### src/rtl/ahbl_slave_rr_arbiter.sv
// ---------------------------------------------------------------------------
// ahbl_slave_rr_arbiter
//   Address-phase arbiter for one slave port of the 4-master AHB-Lite matrix.
//   Produces a registered one-hot grant used by the slave stage to mux the
//   selected master's address-phase signals. Round-robin scheduling with a
//   per-owner quantum; HMASTLOCK sequences keep the current owner.
//
//   Optional feature macro: AHBL_ARB_BURST_HOLD_EN
//     When defined, the MBURSTACT port exists and an owner with pending burst
//     beats keeps the grant regardless of the quantum.
//
// Parameters
//   QUANTUM   max consecutive address phases per owner while others wait (1..15)
//   INIT_PTR  reset value of the round-robin pointer (search starts at +1)
//
// Ports
//   HCLK             in   clock
//   HRESET           in   asynchronous active-high reset
//   MADDRSEL[3:0]    in   per-master request (address decodes to this slave)
//   MASTLOCK[3:0]    in   per-master gated HMASTLOCK
//   ADDRPHEND        in   slave HREADYOUT; state only advances when high
//   MBURSTACT[3:0]   in   (macro only) master has further burst beats pending
//   MASTERADDRINPROG out  registered one-hot grant, 0 = no owner
//   ARB_STATE[1:0]   out  00 IDLE, 01 OWNED, 10 LOCKED
//   QCOUNT[3:0]      out  phases granted to current owner minus 1 (saturating)
// ---------------------------------------------------------------------------
module ahbl_slave_rr_arbiter #(
  parameter int unsigned QUANTUM  = 4,
  parameter logic [1:0]  INIT_PTR = 2'd3
) (
  input  logic       HCLK,
  input  logic       HRESET,
  input  logic [3:0] MADDRSEL,
  input  logic [3:0] MASTLOCK,
  input  logic       ADDRPHEND,
`ifdef AHBL_ARB_BURST_HOLD_EN
  input  logic [3:0] MBURSTACT,
`endif
  output logic [3:0] MASTERADDRINPROG,
  output logic [1:0] ARB_STATE,
  output logic [3:0] QCOUNT
);

  typedef enum logic [1:0] {
    ST_IDLE   = 2'b00,
    ST_OWNED  = 2'b01,
    ST_LOCKED = 2'b10
  } arb_state_e;

  localparam logic [3:0] QMAX = 4'(QUANTUM - 1);

  logic [3:0] grant_q, grant_d;
  arb_state_e state_q, state_d;
  logic [3:0] qcnt_q, qcnt_d;
  logic [1:0] ptr_q, ptr_d;

  logic       g_valid;
  logic [1:0] g_idx;
  logic [3:0] qcnt_sat;
  logic       hit;
  logic [1:0] h_idx;
  logic [1:0] cand;
  logic       burst_hold;

  // Current owner index from the one-hot grant.
  always_comb begin
    g_idx = '0;
    for (int unsigned i = 0; i < 4; i++) begin
      if (grant_q[i]) g_idx = 2'(i);
    end
  end

  assign g_valid  = |grant_q;
  assign qcnt_sat = (qcnt_q >= QMAX) ? QMAX : qcnt_q + 4'd1;

`ifdef AHBL_ARB_BURST_HOLD_EN
  assign burst_hold = g_valid & MBURSTACT[g_idx];
`else
  assign burst_hold = 1'b0;
`endif

  // Round-robin search starting one past the pointer; i==4 wraps to ptr itself,
  // so the last-served master is considered last.
  always_comb begin
    hit   = 1'b0;
    h_idx = ptr_q;
    cand  = ptr_q;
    for (int unsigned i = 1; i <= 4; i++) begin
      cand = ptr_q + 2'(i);
      if (!hit && MADDRSEL[cand]) begin
        hit   = 1'b1;
        h_idx = cand;
      end
    end
  end

  always_comb begin
    grant_d = grant_q;
    state_d = state_q;
    qcnt_d  = qcnt_q;
    ptr_d   = ptr_q;
    if (ADDRPHEND) begin
      if (g_valid && MASTLOCK[g_idx]) begin
        state_d = ST_LOCKED;
        qcnt_d  = qcnt_sat;
      end else if (burst_hold) begin
        state_d = ST_OWNED;
        qcnt_d  = qcnt_sat;
      end else if (g_valid && MADDRSEL[g_idx] && (qcnt_q < QMAX)) begin
        state_d = ST_OWNED;
        qcnt_d  = qcnt_q + 4'd1;
      end else if (hit) begin
        grant_d = 4'b0001 << h_idx;
        ptr_d   = h_idx;
        state_d = ST_OWNED;
        // Re-selecting the same owner means nobody else is waiting.
        qcnt_d  = (g_valid && (h_idx == g_idx)) ? QMAX : '0;
      end else begin
        grant_d = '0;
        state_d = ST_IDLE;
        qcnt_d  = '0;
      end
    end
  end

  always_ff @(posedge HCLK or posedge HRESET) begin
    if (HRESET) begin
      grant_q <= '0;
      state_q <= ST_IDLE;
      qcnt_q  <= '0;
      ptr_q   <= INIT_PTR;
    end else begin
      grant_q <= grant_d;
      state_q <= state_d;
      qcnt_q  <= qcnt_d;
      ptr_q   <= ptr_d;
    end
  end

  assign MASTERADDRINPROG = grant_q;
  assign ARB_STATE        = state_q;
  assign QCOUNT           = qcnt_q;

endmodule

### config.mk
export PLATFORM = sky130hd
export DESIGN_NAME = ahbl_slave_rr_arbiter
export DESIGN_NICKNAME = d
export VERILOG_FILES = /design/src/rtl/ahbl_slave_rr_arbiter.sv
export SDC_FILE = /design/constraint.sdc
export NUM_CORES = 1
export LEC_CHECK = 0
export CAP_MARGIN = 25
export CORE_MARGIN = 3
export CORE_UTILIZATION = 36
export CTS_CLUSTER_DIAMETER = 60
export CTS_CLUSTER_SIZE = 8
export DETAILED_ROUTE_END_ITERATION = 10
export PLACE_DENSITY = 0.72
export SLEW_MARGIN = 20
export SYNTH_ARGS = -nofsm -noshare
export SYNTH_HDL_FRONTEND = slang
export SYNTH_SLANG_ARGS = --single-unit
### constraint.sdc
create_clock -name HCLK -period 2.1 [get_ports HCLK]
set_input_delay 0.42 -clock HCLK [delete_from_list [all_inputs] [get_ports HCLK]]
set_output_delay 0.42 -clock HCLK [all_outputs]
set_load 0.02 [all_outputs]
Word level (Yosys, flattened, before mapping)

Index checks and enable logic that the tools add are counted.

Add/subtract/negate cells: 4
Multipliers: 0
Div/mod/pow operators: 0
Order comparisons: 7
Equality and inequality tests: 1
Shifts and indexed selects: 1
Mux-type cells: 32
Bitwise operators: 2
Reduce and logical (&&, ||, !) cells: 13

Operators with widths:

| operator              | number |
|---|---|
| $mux W2               | 9 |
| $mux W4               | 4 |
| $lt A2 B3 Y1 const B  | 5 |
| $mux W1               | 13 |
| $bmux W1 S2           | 6 |
| $logic_and A1 B1 Y1   | 7 |
| $add A2 B2 Y2 const B | 2 |
| $add A4 B1 Y4 const B | 1 |
| $ge A4 B2 Y1 const B  | 1 |
| $lt A4 B2 Y1 const B  | 1 |
| $reduce_and A4 Y1     | 1 |
| $reduce_or A4 Y1      | 1 |
| $shl A1 B2 Y4 const A | 1 |
| $logic_not A1 Y1      | 3 |
| $reduce_and A3 Y1     | 1 |
| $add A2 B1 Y2 const B | 1 |
| $eq A2 B2 Y1          | 1 |
| $not A1 Y1            | 2 |

Flip-flop bits (word level): 12
Latch bits: 0
Bits in writable memories: 0
Bits in read-only memories: 0
Input bits: 11
Output and inout bits: 10
Logic and storage cells: 64
Memories: 0

Depth between registers and ports, before layout

Gate-level depths: netlist of the first run.

Depth in word-level cells: 19
Depth in mapped cells: 7
Gate-level depth less buffers: 6

Least setup slack after synthesis of the first run

OpenSTA, ideal clock, no wires.

Path type: reg-to-reg
From: register grant_q[3], in the netlist MASTERADDRINPROG[3]
To: register ptr_q[0]
Setup time: 82 ps
Arrival: 1761 ps
Required time: 2018 ps
Path slack: 257 ps
Cell stages (with the launch flop): 8
Path buffers: 1
Period minus slack after synthesis: 1843 ps
Path through: dfrtp_1 > buf_2 > nor2_2 > o211ai_1 > o311a_1 > nand2b_4 > nor3_2 > mux2_2

Word-level cells in the longest chain between the ends: 7
Elaborated cells on any way between the ends: 12
Classes of those cells: mux (5); bitwise (2); reduce/logical (5)

Ends and longest elaborated chain:

| item                                   | RTL line | text |
|---|---|---|
| from (decl)                            | 52       | `logic [3:0] grant_q, grant_d;` |
| from (signal assigned)                 | 133      | `grant_q <= grant_d;` |
| $mux W2                                | 69       | `if (grant_q[i]) g_idx = 2'(i);` |
| $bmux W1 S2                            | 109      | `end else if (g_valid && MADDRSEL[g_idx] && (qcnt_q < QMAX)) begin` |
| $mux W1 (not written as such)          | 109      |  |
| $logic_and A1 B1 Y1 (2 in series)      | 109      |  |
| $not A1 Y1 (no source line)            | -        |  |
| $reduce_and A4 Y1 (no source line) (*) | -        |  |
| to (signal assigned)                   | 136      | `ptr_q <= ptr_d;` |
| to (decl)                              | 55       | `logic [1:0] ptr_q, ptr_d;` |

Every way passes the cells marked *; elsewhere a longest branch is shown, timed or not. The select of a mux whose other input is x is not followed.
A chain may end at the register's enable or synchronous reset.

Worst setup path after layout of the first run

From: input MADDRSEL[0]
To: register qcnt_q[0], in the netlist QCOUNT[0]

Word-level cells in the longest chain between the ends: 18
Elaborated cells on any way between the ends: 32
Classes of those cells: eq/ne (1); mux (22); reduce/logical (9)

Ends and longest elaborated chain:

| item                          | RTL line | text |
|---|---|---|
| from (decl)                   | 33       | `input logic [3:0] MADDRSEL,` |
| $bmux W1 S2                   | 90       | `if (!hit && MADDRSEL[cand]) begin` |
| $mux W1 (not written as such) | 90       |  |
| $mux W1                       | 90       |  |
| $logic_not A1 Y1              | 90       |  |
| $logic_and A1 B1 Y1           | 90       |  |
| $mux W1                       | 90       |  |
| $logic_not A1 Y1              | 90       |  |
| $logic_and A1 B1 Y1           | 90       |  |
| [2 not listed]                | -        |  |
| $logic_and A1 B1 Y1           | 90       |  |
| $mux W2                       | 90       |  |
| $eq A2 B2 Y1                  | 117      | `qcnt_d = (g_valid && (h_idx == g_idx)) ? QMAX : '0;` |
| $logic_and A1 B1 Y1           | 117      |  |
| $mux W2                       | 117      |  |
| $mux W2                       | 112      | `end else if (hit) begin` |
| $mux W4 (*)                   | 109      |  |
| $mux W4 (*)                   | 103      | `if (g_valid && MASTLOCK[g_idx]) begin` |
| to (signal assigned)          | 135      | `qcnt_q <= qcnt_d;` |
| to (decl)                     | 54       | `logic [3:0] qcnt_q, qcnt_d;` |

Marks and branches as above.

==> metrics.md, run 1 <==
| Metric | Value |
|---|---|
| Area Overhead vs Synth | `41.4%` |
| First-pass DRT Iterations | `4` |
| Detailed Route WL | `1.91 mm` |
| Placed Cells incl. Taps | `145` |
| Drt via density | `5.15` |
| Top cells by area, synth | `dfrtp_1 30%, mux2_2 6.7%, dfstp_2 6.3%, nor2b_1 3.7%, mux2i_1 3.6%` |
| Clock Skews | `0.00960 ns` |
| Die W | `54.3 um` |
| DRC | `0` |
| Minimum clock period | `1.93 ns` |
| CP arrival | `2.14 ns` |
| Grt total ovfl | `0` |
| Syn Inst Count | `87` |
| Placement Cell Area | `0.00116 mm^2` |
| Internal power | `924 uW` |
| Comb power frac | `61.5%` |
| Share of cells above drive strength 1 | `28.7%` |
| Layout net count | `135` |
| Max Slew Vio Count | `0` |
| Fmax | `0.518 GHz` |
| Post-route cell area | `0.00119 mm^2` |
| Number of synthesized flops with an enable pin | `0` |
| Most frequent cells in the layout | `19 x clkdlybuf4s50_1, 14 x buf_4, 10 x dfrtp_1` |
| Slew at the pin closest to its max-slew limit | `0.454 ns` |
| Htree depth | `1` |
| Die Area | `0.00295 mm^2` |
| Worst r2r src | `MASTERADDRINPROG[3]` |
| Crit path capture type | `flip-flop` |
| Share of synthesized flip-flops with an asynchronous set or reset | `100%` |
| Crit Path Max Fanout | `5` |
| Row cnt | `16` |
| Worst r2r dst | `ptr_q[1]` |
| Post-synth top area share | `29.8%` |
| Iter 0 DRT Violations | `16` |
| CP required | `2.30 ns` |
| Die Y-Extent | `54.3 um` |
| Ys Warns | `0` |
| Fin cells | `149` |
| Hold-fix buffers, CTS | `0` |
| Mean Syn Cell Area | `9.66 um^2` |
| First-pass GRT wire length | `3.32 mm` |
| Core Footprint | `0.00208 mm^2` |
| Outcome | `completed` |
| RSZ-0062 raised after global routing | `no` |
| Sink Count | `12` |
| Pin count of the biggest net entering global routing | `13` |
| Clock latency at the later pin of the worst-skew pair | `0.28 ns` |
| Seq/Total Area, Yosys | `36.0%` |
| Commonest non-fill, non-tap cell in the layout | `clkdlybuf4s50_1` |
| Yosys cell types | `40` |
| All-Layer GR Usage | `15.6%` |
| Antenna cell count | `0` |
| Synthesized area | `841 um^2` |
| Setup crit start kind | `input pin` |
| Clock group share of total power | `9.4%` |
| PwrDens | `1330 mW/mm^2` |
| Synth Net Count | `99` |
| Final hold vios | `0` |
| Top FF cell, synth | `dfrtp_1` |
| Routed len/inst | `12.8 um` |
| Post-DP HPWL | `1.52 mm` |
| Largest area contributor in the netlist | `dfrtp_1` |
| Flop and latch count out of synthesis | `12` |
| Sequential share of power | `29.1%` |
| Port Buffer Count | `20` |
| Cts bufs inserted | `3` |
| Max-cap viol count | `0` |
| Fin crit share | `92.0%` |
| Clock Pin Slew Worst Setup and Hold Paths | `0.08 ns` |
| Clk root buf | `clkbuf_4` |
| Vias post-DR | `767` |
| Rel. slew slack | `69.7%` |
| Worst hold path class | `in2async` |
| CTS tree | `done` |
| Initial antenna violation count | `0` |
| Total power | `1.58 mW` |
| Reg-to-reg slack, setup | `0.24 ns` |
| Switching Fraction | `41.5%` |
| Routability cong. | `0.785` |
| Maximum root-to-sink buffer count | `2` |
| Worst Reg2Reg Path Length in Cells | `6` |
| Final Util | `57.1%` |
| Number of I/O pins | `21` |
| Sw Pwr | `654 uW` |
| Setup violators final | `0` |
| Setup CP Type | `in2reg` |
| Leak | `0.502 nW` |
| Antenna Violating Nets Remaining | `0` |
| Peak VDD IR | `0.000841 V` |
| Starting Density | `40.4%` |
| Vias in the first global route | `765` |
==> cells in the mapped netlist, types with 2 or more instances <==
cell,n
dfrtp_1,10
mux2_2,5
nand2_1,5
nand3_1,5
nor2b_1,5
nor3_1,4
a21oi_1,3
inv_1,3
mux2i_1,3
nand2b_1,3
nand3b_1,3
nor2_1,3
a21oi_2,2
a31oi_1,2
dfstp_2,2
nor2_2,2
o211ai_1,2
o21ai_0,2
or4_1,2
==> power by group through the flow <==
stage          combinational [mW]  clock, mW  sequential (mW)
4_1_cts                     0.975      0.156            0.458
3_3_place_gp                0.959          0            0.461
2_1_floorplan               0.585          0            0.488
6_report                    0.970      0.149            0.459
3_5_place_dp                0.969          0            0.461
5_1_grt                      1.06      0.169            0.479
==> through the flow <==
stage	worst slack, ns	hold WS, ns	TNS [ns]
2_1_floorplan	0.257	0.283	0
3_5_place_dp	-0.138	0.506	-0.710
6_report	0.168	0.439	0
5_1_grt	0.0719	0.466	0
3_3_place_gp	-0.0954	0.493	-0.400
4_1_cts	0.157	0.453	0
==> what timing repair did <==
action / in CTS / in global routing
buffers inserted: 0 / 0
resized for setup: 0 / 1
endpoints found under the setup margin: 0 / 1
==> critical path: stages <==
cell and delay (ns):
clkdlybuf4s50_1 0.55, a21o_2 0.17, a31oi_4 0.10, or4b_4 0.49, a21oi_2 0.17, o21ai_1 0.08, a31oi_1 0.15
==> layout make-up <==
| class | instances | area [um^2] |
|---|---|---|
| tap | 27 | 33.8 |
| timing repair buffer | 34 | 308 |
| sequential | 12 | 303 |
| clock buffer | 4 | 26.3 |
| fill | 195 | 893 |
| inverter | 3 | 11.3 |
| multi-input combinational | 69 | 507 |
==> cells by family after synthesis <==
| group | after synthesis | share of synthesized area [%] |
|---|---|---|
| compound gates | 17 | 15.3 |
| fa+ha+maj | 1 | 1.49 |
| buf+inv | 6 | 3.72 |
| flops | 12 | 36.0 |
| mux | 8 | 10.3 |
| simple gates | 43 | 33.2 |
==> registers in the layout, summed over array words and instances, names as in the netlist <==
register,flops
ARB_STATE,2
MASTERADDRINPROG,4
QCOUNT,4
ptr_q,2
==> layer usage <==
layer	global-route usage [%]	part of all wire [%]
met1	21.7	51
met2	23.1	44
met3	4.09	4.5
met4	5.39	0.89
met5	0	0
==> how the worst max path moves through the flow <==
stage,startpoint,end,slack [ns],cells past startpoint
5_1_grt,MADDRSEL[0],QCOUNT[0],0.07,7
6_report,MADDRSEL[0],QCOUNT[0],0.17,7
3_5_place_dp,MADDRSEL[3],QCOUNT[0],-0.14,8
4_1_cts,MADDRSEL[3],QCOUNT[0],0.16,7
3_3_place_gp,MADDRSEL[3],QCOUNT[0],-0.1,7
2_1_floorplan,MASTERADDRINPROG[3],ptr_q[0],0.26,7
(Power assumes the default switching activity.)
==> run 2, diff against run 1 <==
--- a/config.mk
+++ b/config.mk
@@ -11,8 +11,8 @@
 export CTS_CLUSTER_DIAMETER = 60
 export CTS_CLUSTER_SIZE = 8
 export DETAILED_ROUTE_END_ITERATION = 10
+export GPL_ROUTABILITY_DRIVEN = 0
 export PLACE_DENSITY = 0.72
-export SLEW_MARGIN = 20
 export SYNTH_ARGS = -nofsm -noshare
 export SYNTH_HDL_FRONTEND = slang
 export SYNTH_SLANG_ARGS = --single-unit
==> results of run 2 <==
The final DEF is identical to that of run 1; final timing and power are the same.
